==> src/rtl/fetch_pkg.sv <==
`default_nettype none
// +------------------------------------------------------------------+
// | fetch_pkg: shared fetch/decode structures, FSM encoding, defaults |
// | Rev 1.0                                                           |
// +------------------------------------------------------------------+
package fetch_pkg;

  localparam logic [31:0] FETCH_RESET_PC = 32'h0000_0000;
  localparam int unsigned FETCH_DEPTH    = 2;

  typedef enum logic [1:0] {
    ST_BOOT  = 2'd0,
    ST_RUN   = 2'd1,
    ST_DRAIN = 2'd2
  } fetch_state_e;

  typedef struct packed {
    logic [31:0] instruction_value;
    logic [31:0] pc_value;
    logic        pc_r;
  } fe_to_de_s;

  typedef struct packed {
    logic [31:0] instr;
    logic [31:0] pc;
  } fetch_entry_s;

  function automatic logic [31:0] word_align(input logic [31:0] addr);
    return addr & 32'hFFFF_FFFC;
  endfunction

endpackage
`default_nettype wire

==> src/rtl/fetch_if.sv <==
`default_nettype none
// +------------------------------------------------------------------+
// | fetch_if: request/response bus between fetch and instruction mem  |
// | Rev 1.0                                                           |
// +------------------------------------------------------------------+
interface fetch_if;
  logic        imem_req;
  logic [31:0] imem_addr;
  logic        imem_gnt;
  logic        imem_rvalid;
  logic [31:0] imem_rdata;

  modport master (
    output imem_req, imem_addr,
    input  imem_gnt, imem_rvalid, imem_rdata
  );

  modport slave (
    input  imem_req, imem_addr,
    output imem_gnt, imem_rvalid, imem_rdata
  );
endinterface
`default_nettype wire

==> src/rtl/fetch_buffer.sv <==
`default_nettype none
// +------------------------------------------------------------------+
// | fetch_buffer: DEPTH-entry shift FIFO of {instr, pc}; head at [0]  |
// | Rev 1.0                                                           |
// +------------------------------------------------------------------+
module fetch_buffer
  import fetch_pkg::*;
#(
  parameter int unsigned DEPTH = FETCH_DEPTH
) (
  input  logic                         clk,
  input  logic                         rst,
  input  logic                         clear,
  input  logic                         push,
  input  logic                         pop,
  input  fetch_entry_s                 din,
  output fetch_entry_s                 head,
  output logic [$clog2(DEPTH+1)-1:0]   count
);

  localparam int unsigned CW = $clog2(DEPTH + 1);

  fetch_entry_s  r_mem [DEPTH];
  logic [CW-1:0] r_count;
  logic [CW-1:0] w_wr_idx;

  // With a simultaneous pop the tail slides down one slot before the write lands.
  assign w_wr_idx = pop ? (r_count - CW'(1)) : r_count;

  always_ff @(posedge clk or posedge rst) begin
    if (rst) begin
      r_count <= '0;
      for (int i = 0; i < int'(DEPTH); i++) r_mem[i] <= '0;
    end else if (clear) begin
      r_count <= '0;
    end else begin
      for (int i = 0; i < int'(DEPTH); i++) begin
        if (push && (w_wr_idx == CW'(i))) r_mem[i] <= din;
        else if (pop)                     r_mem[i] <= r_mem[(i + 1) % int'(DEPTH)];
      end
      r_count <= r_count + CW'(push) - CW'(pop);
    end
  end

  assign head  = r_mem[0];
  assign count = r_count;

endmodule
`default_nettype wire

==> src/rtl/fetch.sv <==
`default_nettype none
// +------------------------------------------------------------------+
// | fetch: RV32 fetch stage, in-order variable-latency imem, redirect |
// |   discard; FETCH_PREFETCH_EN enables DEPTH-deep prefetch.         |
// | Rev 1.0                                                           |
// +------------------------------------------------------------------+
module fetch
  import fetch_pkg::*;
#(
  parameter logic [31:0] RESET_PC = FETCH_RESET_PC,
  parameter int unsigned DEPTH    = FETCH_DEPTH
) (
  input  logic        clk,
  input  logic        rst,
  input  logic        en,
  input  logic        pc_r,
  input  logic [31:0] pc_new,
  fetch_if.master     imem,
  output fe_to_de_s   fe_to_de
);

`ifdef FETCH_PREFETCH_EN
  localparam int unsigned CAP = DEPTH;
`else
  // Single-slot mode: one word in flight or held for a stalled decode.
  localparam int unsigned CAP = (DEPTH < 1) ? DEPTH : 1;
`endif
  localparam int unsigned CW = $clog2(CAP + 1);

  fetch_state_e  r_state, w_state_next;
  logic [31:0]   r_fetch_pc, r_resp_pc;
  logic [CW-1:0] r_outstanding, r_discard;
  logic [CW-1:0] w_outstanding_next, w_discard_next;
  logic [CW-1:0] w_buf_count;
  logic [CW:0]   w_total;
  logic          w_req, w_issue, w_keep, w_bypass, w_push, w_pop;
  fetch_entry_s  w_din, w_head;
  fe_to_de_s     r_fe;

  assign w_total  = {1'b0, r_outstanding} + {1'b0, w_buf_count};
  assign w_issue  = w_req && imem.imem_gnt;
  assign w_keep   = imem.imem_rvalid && (r_discard == '0);
  assign w_bypass = w_keep && (w_buf_count == '0) && en;
  assign w_pop    = en && (w_buf_count != '0);
  assign w_push   = w_keep && !w_bypass;
  assign w_din    = '{instr: imem.imem_rdata, pc: r_resp_pc};

  assign w_outstanding_next = r_outstanding + CW'(w_issue) - CW'(imem.imem_rvalid);
  // Every request still in flight after a redirect belongs to the old path.
  assign w_discard_next = pc_r ? w_outstanding_next
                               : (r_discard - CW'(imem.imem_rvalid && (r_discard != '0)));

  always_ff @(posedge clk or posedge rst) begin
    if (rst) r_state <= ST_BOOT;
    else     r_state <= w_state_next;
  end

  always_comb begin
    w_state_next = r_state;
    w_req        = 1'b0;
    case (r_state)
      ST_BOOT:  w_state_next = ST_RUN;
      ST_RUN:   w_req = (w_total < (CW+1)'(CAP)) && !pc_r;
      ST_DRAIN: if (w_discard_next == '0) w_state_next = ST_RUN;
      default:  w_state_next = ST_BOOT;
    endcase
    if (pc_r) w_state_next = (w_discard_next != '0) ? ST_DRAIN : ST_RUN;
  end

  always_ff @(posedge clk or posedge rst) begin
    if (rst) begin
      r_fetch_pc    <= RESET_PC;
      r_resp_pc     <= RESET_PC;
      r_outstanding <= '0;
      r_discard     <= '0;
      r_fe          <= '{instruction_value: '0, pc_value: RESET_PC, pc_r: 1'b1};
    end else begin
      r_outstanding <= w_outstanding_next;
      r_discard     <= w_discard_next;
      if (pc_r) begin
        r_fetch_pc <= word_align(pc_new);
        r_resp_pc  <= word_align(pc_new);
        r_fe.pc_r  <= 1'b1;
      end else begin
        if (w_issue) r_fetch_pc <= r_fetch_pc + 32'd4;
        if (w_keep)  r_resp_pc  <= r_resp_pc + 32'd4;
        if (en) begin
          if (w_pop)         r_fe <= '{instruction_value: w_head.instr, pc_value: w_head.pc, pc_r: 1'b0};
          else if (w_bypass) r_fe <= '{instruction_value: imem.imem_rdata, pc_value: r_resp_pc, pc_r: 1'b0};
          else               r_fe.pc_r <= 1'b1;
        end
      end
    end
  end

  fetch_buffer #(
    .DEPTH (CAP)
  ) u_buffer (
    .clk   (clk),
    .rst   (rst),
    .clear (pc_r),
    .push  (w_push),
    .pop   (w_pop),
    .din   (w_din),
    .head  (w_head),
    .count (w_buf_count)
  );

  assign imem.imem_req  = w_req;
  assign imem.imem_addr = r_fetch_pc;
  assign fe_to_de       = r_fe;

endmodule
`default_nettype wire

==> src/flat_wrapper.sv <==
// flat-port wrapper written by rule: the top's interface ports become plain ports
module fetch_flat import fetch_pkg::*;
#(
  parameter logic [31:0] RESET_PC = FETCH_RESET_PC,
  parameter int unsigned DEPTH    = FETCH_DEPTH
)
  (clk, rst, en, pc_r, pc_new, fe_to_de, imem_imem_req, imem_imem_addr, imem_imem_gnt, imem_imem_rvalid, imem_imem_rdata);
  fetch_if imem_i ();
  input  logic clk;
  input  logic rst;
  input  logic en;
  input  logic pc_r;
  input  logic [31:0] pc_new;
  output fe_to_de_s fe_to_de;
  output wire logic [$bits(imem_i.imem_req)-1:0] imem_imem_req;
  output wire logic [$bits(imem_i.imem_addr)-1:0] imem_imem_addr;
  input wire logic [$bits(imem_i.imem_gnt)-1:0] imem_imem_gnt;
  input wire logic [$bits(imem_i.imem_rvalid)-1:0] imem_imem_rvalid;
  input wire logic [$bits(imem_i.imem_rdata)-1:0] imem_imem_rdata;
  assign imem_imem_req = imem_i.imem_req;
  assign imem_imem_addr = imem_i.imem_addr;
  assign imem_i.imem_gnt = imem_imem_gnt;
  assign imem_i.imem_rvalid = imem_imem_rvalid;
  assign imem_i.imem_rdata = imem_imem_rdata;
  fetch #(.RESET_PC(RESET_PC), .DEPTH(DEPTH)) u_core (.clk(clk), .rst(rst), .en(en), .pc_r(pc_r), .pc_new(pc_new), .imem(imem_i), .fe_to_de(fe_to_de));
endmodule
==> config.mk <==
export PLATFORM = sky130hd
export DESIGN_NAME = fetch_flat
export DESIGN_NICKNAME = d
export VERILOG_FILES = /design/src/rtl/fetch_pkg.sv /design/src/rtl/fetch_if.sv /design/src/rtl/fetch_buffer.sv /design/src/rtl/fetch.sv /design/src/flat_wrapper.sv
export SDC_FILE = /design/constraint.sdc
export NUM_CORES = 1
export LEC_CHECK = 0
export CELL_PAD_IN_SITES_DETAIL_PLACEMENT = 2
export CELL_PAD_IN_SITES_GLOBAL_PLACEMENT = 2
export CORE_UTILIZATION = 34
export CTS_CLUSTER_DIAMETER = 40
export DETAILED_ROUTE_END_ITERATION = 16
export PLACE_DENSITY_LB_ADDON = 0.1
export SETUP_SLACK_MARGIN = 0.15
export SYNTH_ARGS = -nofsm -noshare
export SYNTH_HDL_FRONTEND = slang
export SYNTH_SLANG_ARGS = --single-unit
==> constraint.sdc <==
create_clock -name clk -period 8.3 [get_ports clk]
set_input_delay 2.49 -clock clk [delete_from_list [all_inputs] [get_ports clk]]
set_output_delay 2.49 -clock clk [all_outputs]
set_load 0.05 [all_outputs]
==> results of run 1 <==
[through the flow]
step | power (mW) | setup WS, ns | area (µm²)
4_1_cts | 3.68 | 1.85 | 11300
6_report | 3.63 | 1.86 | 11300
5_1_grt | 3.83 | 1.78 | 11300
2_1_floorplan | 2.35 | 0.641 | 8850
3_3_place_gp | 2.80 | 1.90 | 10700
3_5_place_dp | 2.88 | 1.86 | 10700
[cells in the mapped netlist, types with 12 or more instances]
cell type	instances
nor3_1	12
nand3_1	25
o21ai_0	98
nand4_1	15
nor2_1	14
clkbuf_1	27
xor2_1	18
mux2i_1	65
nand2_1	112
mux2_2	68
dfrtp_1	189
xnor2_1	17
[kinds of logic after synthesis]
| group | after synthesis | share of synthesized area (%) |
|---|---|---|
| AOI/OAI and AO/OA | 153 | 10.2 |
| DFF | 190 | 53.8 |
| other | 1 | 0.0424 |
| muxes | 133 | 16.0 |
| xor gates and xnor gates | 35 | 3.47 |
| adders and majority gates | 3 | 0.425 |
| buffers and inverters | 63 | 3.19 |
| and+or+nand+nor | 224 | 12.9 |
[worst min path at each step]
stage,startpoint,end,slack (ns),cells past startpoint
after CTS,u_core.fe_to_de[3],u_core.fe_to_de[3],0.49,2
after global routing,u_core.fe_to_de[39],u_core.fe_to_de[39],0.51,2
after floorplan,u_core.u_buffer.head[11],u_core.u_buffer.head[11],0.48,1
after global placement,u_core.fe_to_de[43],u_core.fe_to_de[43],0.46,2
final,u_core.fe_to_de[39],u_core.fe_to_de[39],0.48,2
after detailed placement,u_core.fe_to_de[3],u_core.fe_to_de[3],0.47,2
[tightest hold or removal path: stages (launching register included)]
cell and delay, ns:
dfrtp_1 0.34, nand2_1 0.05, o21ai_0 0.06
[final cells by class]
class	instances	area, µm²
multi-input combinational	552	3830
inverter	9	41.3
timing repair buffer	169	1670
clock buffer	17	425
clock inverter	14	129
tap	330	413
fill	2652	14100
sequential	190	4760
[flip-flops by register name (all words and copies together) (netlist names)]
name,count
u_core.imem.imem_addr,30
u_core.r_discard,1
u_core.u_buffer.count,1
u_core.fe_to_de,63
u_core.r_outstanding,1
u_core.r_resp_pc,30
u_core.r_state,2
u_core.u_buffer.head,62
[cells in the final DEF (no fill, tap or decap), types with 14 or more instances in the layout]
master           netlist  final
nor2_1                14     14
nand3_1               25     25
clkbuf_16              0     17
mux2_2                68     68
nand2_1              112    111
xnor2_1               17     17
nand4_1               15     15
clkdlybuf4s50_1        0    160
dfrtp_1              189    189
xor2_1                18     18
mux2i_1               65     65
o21ai_0               98     98
[routing by layer]
metal,GRT usage [%],vias up,routed length (µm),part of all wire [%]
li1,-,3121,-,-
met1,26.1,3405,11900,47
met2,33.6,138,12200,49
met3,3.33,15,801,3.2
met4,3.99,0,184,0.73
met5,0,-,0,0
[report_power, final]
| part | internal, mW | switching, mW | leakage [nW] |
|---|---|---|---|
| Sequential | 1.25 | 0.221 | 2.31 |
| Clock | 0.394 | 0.392 | 0.267 |
| Combinational | 0.513 | 0.867 | 2.39 |
==> results.md, run 1 <==
* Worst reg2reg path endpoint: u_core.u_buffer.head[48]
* Avg Cell Area, Syn at ~11 µm²
* Power density over cell area at around 320 nW/µm²
* Status: completed
* Ratio of final minimum period to clock period at 77.6%
* Top_reg_cell synth: dfrtp_1
* Reg-to-Reg Start: u_core.u_buffer.count
* CP Class: primary input to primary output
* Actual slew at the worst max-slew pin at 1.26 ns
* Final Skew at about 0.013 ns
* Peak VDD IR at 127 µV
* CTS Buffer Depth at 2
* Synth warn at 0
* Post-CTS setup buffer count at 0
* EDFF count, synth at 0
* Final Critical Period at roughly 6.4 ns
* CP Capture Point: imem_imem_req
* Final non-filler cell total at between 1000 and 1500
* Cell taking the most area after synthesis: dfrtp_1
* RSZ-0062 raised after global routing: false
* Flop and latch count out of synthesis at between 150 and 200
* Setup crit start: pc_r
* DR pass1 iterations at 4
* Synthesized netlist cell count at 802
* R2r setup slk at between 5 and 6 ns
* CP peak stage delay at ~0.80 ns
* Ys async rst share at 100%
* CORE AREA at around 25000 µm²
* Final total negative setup slack at 0 ns
* Synth top area cells: dfrtp_1, mux2_2, mux2i_1
* Hold WS at roughly 0.48 ns
* Crit path max-delay cell type: clkdlybuf4s50_1
* Initial DRC count at around 190
* Clk slew on worst S/H paths at around 0.080 ns
* Antenna violations before repair at 0
* Synth Cell Area at between 8000 and 9000 µm²
* Via count at roughly 6700
* Worst slew margin at 16.0%
* Full die area at around 27000 µm²
* Nets@finish at around 1000
* RD Place Congestion at roughly 0.76
* Hold WC Path Type: flip-flop to flip-flop
* Worst path arrival time at 3.95 ns
* Initial core utilization at 34.9%
* Setup crit end kind: primary output
* CP Max Fanout at 3
* Layout cells sized above 1 at between 10% and 20%
* Slew Viols, Final at 0
* Fmax at approximately 160 MHz
* Final core occ at between 40% and 50%
* Die height at 163 µm
* Row cnt at 58
* CTS Buf Count at 17
* P&R area growth vs syn at 27.4%
* Final setup viols at 0
* Required @ worst endpoint at slightly below 6 ns
* Synth cell types at 52
* Latest clock arrival within the worst-skew pair at 0.43 ns
* Total global-route track usage at between 10% and 20%
* Worst-path cell chain: buf_2 -> nor4_2 -> and2_1 -> clkdlybuf4s50_1
* Grt total ovfl at 0
* Port Buffers at about 160
* DP HPWL at about 17000 µm
* First-pass GRT wire length at approximately 41000 µm
* Total routed wirelength at ~25000 µm
* Drt drc at 0
* Startpoint Class: primary input
* WL per Instance at 19.6 µm
* CTS Hold Bufs at 0
* Post-synth top area share at between 50 and 60%
* Sequential area share after synthesis at approximately 54%
* Leakage at around 5.0 nW
* Sink Count at 190
* CTS Root Cell: clkbuf_16
* Hold Violations, Final at 0
* Reg2reg path depth at 6
* CTS tree: built
* Detail-routed via count per cell at approximately 5.2
* Cell Count Post-Placement at roughly 1300
* Max Cap Viol at 0
* Die X at 163 µm
* Vias in the first global route at between 7000 and 8000
* Diode count at 0
* Largest net degree at the start of global routing at approximately 140
* Delay-heaviest family, CP: buffers and inverters
* Post-CTS sizing at 0
* Htree depth at 4
* Antenna viol nets, final at 0
* CP Buf/Inv Count at 2
* Critical path depth at 4
* # IOs at around 170
Power figures use the tool's default switching activity.
==> run 2, diff against run 1 <==
--- a/config.mk
+++ b/config.mk
@@ -7,7 +7,7 @@
 export LEC_CHECK = 0
 export CELL_PAD_IN_SITES_DETAIL_PLACEMENT = 2
 export CELL_PAD_IN_SITES_GLOBAL_PLACEMENT = 2
-export CORE_UTILIZATION = 34
+export CORE_UTILIZATION = 30
 export CTS_CLUSTER_DIAMETER = 40
 export DETAILED_ROUTE_END_ITERATION = 16
 export PLACE_DENSITY_LB_ADDON = 0.1
==> constraint.sdc (replaced) <==
create_clock -name clk -period 5.7 [get_ports clk]
set_input_delay 1.71 -clock clk [delete_from_list [all_inputs] [get_ports clk]]
set_output_delay 1.71 -clock clk [all_outputs]
set_load 0.05 [all_outputs]
==> run 2 against run 1 <==
First-iteration DRC count grew 27%. Routed wire length down 2.6%. Sequential share of layout area shrank 0.61 points. Combinational power rose by 45%. Via count is 1.0% lower. Worst setup slack worse by 0.48 ns. Largest power group unchanged. Clock power is 55% higher. Clock skew rose by 0.0054 ns.
==> results.md, run 2 (same netlist as run 1, synthesis figures left out) <==
* Status: completed (unchanged)
* Switching power of the nets at 2.11 mW (was 1.48 mW)
* Most frequent cells in the layout: dfrtp_1, clkdlybuf4s50_1, nand2_1 (unchanged)
* Max reg flops at 63 (unchanged)
* Reg2reg path depth at 6 (unchanged)
* Peak VDD IR at 175 µV (was 127 µV)
* Slew Viols, Final at 0 (unchanged)
* Most common cell after layout, fill and taps aside: dfrtp_1 (unchanged)
* Antenna viol nets, final at 0 (unchanged)
* Combinational Power Share at 37.4% (was 38.0%)
* Initial DRC count at 244 (was 192)
* Leakage at 5.00 nW (was 4.96 nW)
* Die X at 174 µm (was 163 µm)
* CP Max Fanout at 3 (unchanged)
* Power density over cell area at 467 nW/µm² (was 323 nW/µm²)
* Final total negative setup slack at 0 ns (unchanged)
* Pint at 3.23 mW (was 2.15 mW)
* Vias in the first global route at 7129 (was 7615)
* Grt total ovfl at 0 (unchanged)
* Hold WC Path Type: flip-flop to flip-flop (unchanged)
* Antenna violations before repair at 0 (unchanged)
* Setup crit start: pc_r (unchanged)
* Sink Count at 190 (unchanged)
* CTS Buffer Depth at 2 (unchanged)
* Hold Violations, Final at 0 (unchanged)
* Register share of total power at 39.6% (was 40.4%)
* Via count at 6612 (was 6679)
* CTS Root Cell: clkbuf_16 (unchanged)
* DR pass1 iterations at 4 (unchanged)
* Post-CTS sizing at 0 (unchanged)
* DP HPWL at 16700 µm (was 17100 µm)
* CORE AREA at 28900 µm² (was 25300 µm²)
* Max Cap Viol at 0 (unchanged)
* Htree depth at 4 (unchanged)
* Actual slew at the worst max-slew pin at 0.788 ns (was 1.26 ns)
* Setup crit end kind: primary output (unchanged)
* Final Skew at 0.0180 ns (was 0.0126 ns)
* WL per Instance at 18.3 µm (was 19.6 µm)
* Initial core utilization at 30.6% (was 34.9%)
* Row cnt at 62 (was 58)
* Diode count at 0 (unchanged)
* P&R area growth vs syn at 29.2% (was 27.4%)
* Detail-routed via count per cell at 4.93 (was 5.21)
* CTS Buf Count at 17 (unchanged)
* Startpoint Class: primary input (unchanged)
* Total routed wirelength at 24500 µm (was 25100 µm)
* Clk slew on worst S/H paths at 0.07 ns (was 0.08 ns)
* Drt drc at 0 (unchanged)
* Ratio of final minimum period to clock period at between 70% and 80%
* RSZ-0062 raised after global routing: false (unchanged)
* R2r setup slk at 3.11 ns (was 5.50 ns)
* Worst path arrival time at 2.61 ns (was 3.95 ns)
* Final setup viols at 0 (unchanged)
* FILL cells at 3061 (was 2652)
* RD Place Congestion at 0.733 (was 0.761)
* Final Total Pwr at 5.33 mW (was 3.63 mW)
* Fmax at around 230 MHz
* CP Capture Point: imem_imem_req (unchanged)
* Full die area at 30200 µm² (was 26600 µm²)
* Final Critical Period at 4.32 ns
* Die height at 174 µm (was 163 µm)
* Worst slew margin at 47.5% (was 16.0%)
* Port Buffers at 161 (unchanged)
* Worst reg2reg path endpoint: u_core.u_buffer.head[26] (was u_core.u_buffer.head[48])
* Largest net degree at the start of global routing at 130 (was 136)
* CTS Hold Bufs at 0 (unchanged)
* Switch share at 39.5% (was 40.7%)
* Reg-to-Reg Start: u_core.u_buffer.count (unchanged)
* Nets@finish at 1016 (was 1012)
* # IOs at 168 (unchanged)
* Latest clock arrival within the worst-skew pair at 0.43 ns (about the same)
* Required @ worst endpoint at 3.99 ns (was 5.81 ns)
* Final core occ at 39.6% (was 44.5%)
* Layout cells sized above 1 at 13.1% (was 12.7%)
* First-pass GRT wire length at 40300 µm (was 41000 µm)
* FF/Latch Area at 4760 µm² (unchanged)
* Post-CTS setup buffer count at 0 (unchanged)
* CTS tree: built (unchanged)
* Clock group share of total power at 22.9% (was 21.6%)
* Area of the multi-input gates at 3830 µm² (unchanged)
* Total global-route track usage at 16.8% (was 19.7%)
* CP Class: primary input to primary output (unchanged)
run 2: changes by cell type in the layout (fill, tap and decap cells not counted), sizes merged:
| cell | previous run | this run |
|---|---|---|
| clkbuf | 17 | 19 |
| inv | 15 | 13 |
| clkdlybuf4s50 | 160 | 159 |
| buf | 9 | 14 |
| clkinv | 6 | 1 |
| bufinv | 0 | 2 |
| clkinvlp | 2 | 6 |
run 2: stage by stage:
step	instances	area (µm²)	setup slack, ns	hold WS (ns)
detailed placement	1308	10800	1.36	0.472
CTS	1340	11400	1.39	0.487
global placement	1308	10800	1.39	0.461
floorplan	805	8850	1.52	0.480
finish	1340	11400	1.38	0.481
global route	1340	11400	1.36	0.522
run 2: per-layer routing:
layer,vias to the layer above,global-route usage (%),routed length [µm]
met3,14,2.76,742
met2,127,26.0,10900
met5,-,0,0
met1,3346,24.4,12700
li1,3125,-,-
met4,0,4.06,196
run 2: how the worst min path moves through the flow:
stage / start / to / slack [ns] / depth (start not counted)
after floorplan: u_core.u_buffer.head[11] / u_core.u_buffer.head[11] / 0.48 / 1
after global placement: u_core.fe_to_de[56] / u_core.fe_to_de[56] / 0.46 / 2
after detailed placement: u_core.fe_to_de[12] / u_core.fe_to_de[12] / 0.47 / 2
after CTS: u_core.fe_to_de[12] / u_core.fe_to_de[12] / 0.49 / 2
after global routing: u_core.u_buffer.head[17] / u_core.u_buffer.head[17] / 0.52 / 1
final: u_core.fe_to_de[12] / u_core.fe_to_de[12] / 0.48 / 2
run 2: final cells by class:
cell class              instances  share of cell area, %
flip-flops and latches        190                   41.6
inverters                       9                  0.329
well taps                     384                   4.21
clock inverters                13                   1.38
repair buffers                173                   15.2
multi-input cells             552                   33.5
clock buffers                  19                   3.79
run 2: critical path, cell delays in order:
cell and delay (ns):
buf_2 0.13, nor4_2 0.36, and2_1 0.20, buf_4 0.20
run 2: power by group through the flow:
stage / combinational (mW) / clock, mW / sequential [mW]
2_1_floorplan: 0.602 / 0 / 2.83
3_3_place_gp: 1.98 / 0 / 2.12
3_5_place_dp: 2.02 / 0 / 2.15
4_1_cts: 2.03 / 1.27 / 2.13
5_1_grt: 2.13 / 1.31 / 2.19
6_report: 2.00 / 1.22 / 2.11
==> run 3, diff against run 2 <==
==> constraint.sdc (replaced) <==
create_clock -name clk -period 3.7 [get_ports clk]
set_input_delay 1.11 -clock clk [delete_from_list [all_inputs] [get_ports clk]]
set_output_delay 1.11 -clock clk [all_outputs]
set_load 0.05 [all_outputs]
==> run 3 against run 2 <==
Clock power up 47%. Largest power group unchanged. Via count rose by 0.41%. Power is 53% higher.
==> results.md, run 3 (same netlist as run 1, synthesis figures left out) <==
* Worst path arrival time at 2.02 ns (was 2.61 ns)
* Via count at 6639 (was 6612)
* Die X at 174 µm (unchanged)
* Hold WS at 0.480 ns (was 0.481 ns)
* Hold WC Path Type: flip-flop to flip-flop (unchanged)
* Area of the multi-input gates at 3830 µm² (unchanged)
* First-pass GRT wire length at 40600 µm (was 40300 µm)
* Power density over cell area at 710 nW/µm² (was 467 nW/µm²)
* Total routed wirelength at 24500 µm (about the same)
* Grt total ovfl at 0 (unchanged)
* Die height at 174 µm (unchanged)
* Fmax at roughly 320 MHz
* CTS Root Cell: clkbuf_16 (unchanged)
* Htree depth at 4 (unchanged)
* DR pass1 iterations at 4 (unchanged)
* DP HPWL at 16900 µm (was 16700 µm)
* RD Place Congestion at 0.762 (was 0.733)
* Hold Violations, Final at 0 (unchanged)
* Final Critical Period at approximately 3.1 ns
* Post-CTS sizing at 0 (unchanged)
* Status: completed (unchanged)
* CTS Hold Bufs at 0 (unchanged)
* Cell Count Post-Placement at 1311 (was 1308)
* Actual slew at the worst max-slew pin at 1.02 ns (was 0.788 ns)
* Final core occ at 39.8% (was 39.6%)
* Startpoint Class: primary input (unchanged)
* Diode count at 0 (unchanged)
* # IOs at 168 (unchanged)
* CP peak stage delay at 0.37 ns (was 0.36 ns)
* Layout cells sized above 1 at 13.5% (was 13.1%)
* R2r setup slk at 1.43 ns (was 3.11 ns)
* Final Skew at 0.0145 ns (was 0.0180 ns)
* FF/Latch Area at 4760 µm² (unchanged)
* Drt drc at 0 (unchanged)
* Worst-path cell chain: buf_2 -> nor4_2 -> and2_1 -> buf_12 (was buf_2 -> nor4_2 -> and2_1 -> buf_4)
* Delay-heaviest family, CP: simple AND/OR/NAND/NOR gates (unchanged)
* CP Max Fanout at 3 (unchanged)
* Sink Count at 190 (unchanged)
* Worst slew margin at 31.9% (was 47.5%)
* Crit path max-delay cell type: nor4_2 (unchanged)
* Most common cell after layout, fill and taps aside: dfrtp_1 (unchanged)
* Vias in the first global route at 7160 (was 7129)
* RSZ-0062 raised after global routing: false (unchanged)
* Final non-filler cell total at 1343 (was 1340)
* Most frequent cells in the layout: dfrtp_1, clkdlybuf4s50_1, nand2_1 (unchanged)
* Final setup viols at 0 (unchanged)
* Initial DRC count at 311 (was 244)
* Setup crit end kind: primary output (unchanged)
* Total global-route track usage at 17.1% (was 16.8%)
* Max Cap Viol at 0 (unchanged)
* Final WS setup at 0.567 ns (was 1.38 ns)
* Leakage at 5.02 nW (was 5.00 nW)
* Post-place setup slack at 0.416 ns (was 1.36 ns)
* Ratio of final minimum period to clock period at around 85%
* Clk slew on worst S/H paths at 0.07 ns (about the same)
* Port Buffers at 161 (unchanged)
* Nets@finish at 1019 (was 1016)
* Initial core utilization at 30.6% (unchanged)
* Final instance area at 11500 µm² (was 11400 µm²)
* Final Total Pwr at 8.15 mW (was 5.33 mW)
* CORE AREA at 28900 µm² (unchanged)
* WL per Instance at 18.2 µm (was 18.3 µm)
* CP Class: primary input to primary output (unchanged)
* CTS tree: built (unchanged)
* Row cnt at 62 (unchanged)
* CP Buf/Inv Count at 2 (unchanged)
* Required @ worst endpoint at 2.59 ns (was 3.99 ns)
* Final total negative setup slack at 0 ns (unchanged)
* Peak VDD IR at 308 µV (was 175 µV)
* FILL cells at 3031 (was 3061)
* Slew Viols, Final at 0 (unchanged)
* Placed Area at 10900 µm² (was 10800 µm²)
* Post-CTS setup buffer count at 0 (unchanged)
* Antenna viol nets, final at 0 (unchanged)
* Full die area at 30200 µm² (unchanged)
* Largest net degree at the start of global routing at 126 (was 130)
* Antenna violations before repair at 0 (unchanged)
* P&R area growth vs syn at 29.9% (was 29.2%)
* CTS Buffer Depth at 2 (unchanged)
* Detail-routed via count per cell at 4.94 (was 4.93)
* Max reg flops at 63 (unchanged)
* Latest clock arrival within the worst-skew pair at 0.44 ns (was 0.43 ns)
* CTS Buf Count at 17 (unchanged)
run 3: cell types whose count changed in the layout (fill, tap and decap cells not counted):
cell        delta
buf_12         +5
buf_4          -2
bufinv_16      -1
clkbuf_1       -1
clkinv_4       -1
clkinvlp_4     +3
inv_6          +3
inv_8          -3
run 3: worst reg2reg max path, delay by kind of cell, from the launching register on:
kind | cells | cell delay [ns]
and+or+nand+nor | 3 | 1.10
AOI/OAI and AO/OA | 2 | 0.25
buffers and inverters | 1 | 0.30
DFF | 1 | 0.52
run 3: final timing paths:
path                                       start                        end  depth (start not counted)
min in group asynchronous                    rst        u_core.r_resp_pc[5]                          2
hold / removal                u_core.fe_to_de[9]         u_core.fe_to_de[9]                          2
setup reg to reg           u_core.u_buffer.count  u_core.imem.imem_addr[11]                          6
max in group asynchronous                    rst        u_core.fe_to_de[57]                          3
setup / recovery                            pc_r              imem_imem_req                          4
hold reg to reg               u_core.fe_to_de[9]         u_core.fe_to_de[9]                          2
run 3: power by group:
part | switching [mW] | internal [mW]
logic | 1.92 | 1.18
registers | 0.463 | 2.79
clock network | 0.856 | 0.938
run 3: area by class of cell:
cell class / count / area share [%]
timing repair buffer: 176 / 15.8
tap: 384 / 4.18
inverter: 9 / 0.327
clock inverter: 14 / 1.17
clock buffer: 18 / 3.74
multi-input combinational: 552 / 33.3
sequential: 190 / 41.4
run 3: metal layers:
layer	track usage, %	share of wire [%]	wire, µm	up-vias
li1	-	-	-	3137
met1	24.4	50	12300	3352
met2	26.6	46	11100	132
met3	2.96	3.2	785	18
met4	4.53	1.0	244	0
met5	0	0	0	-
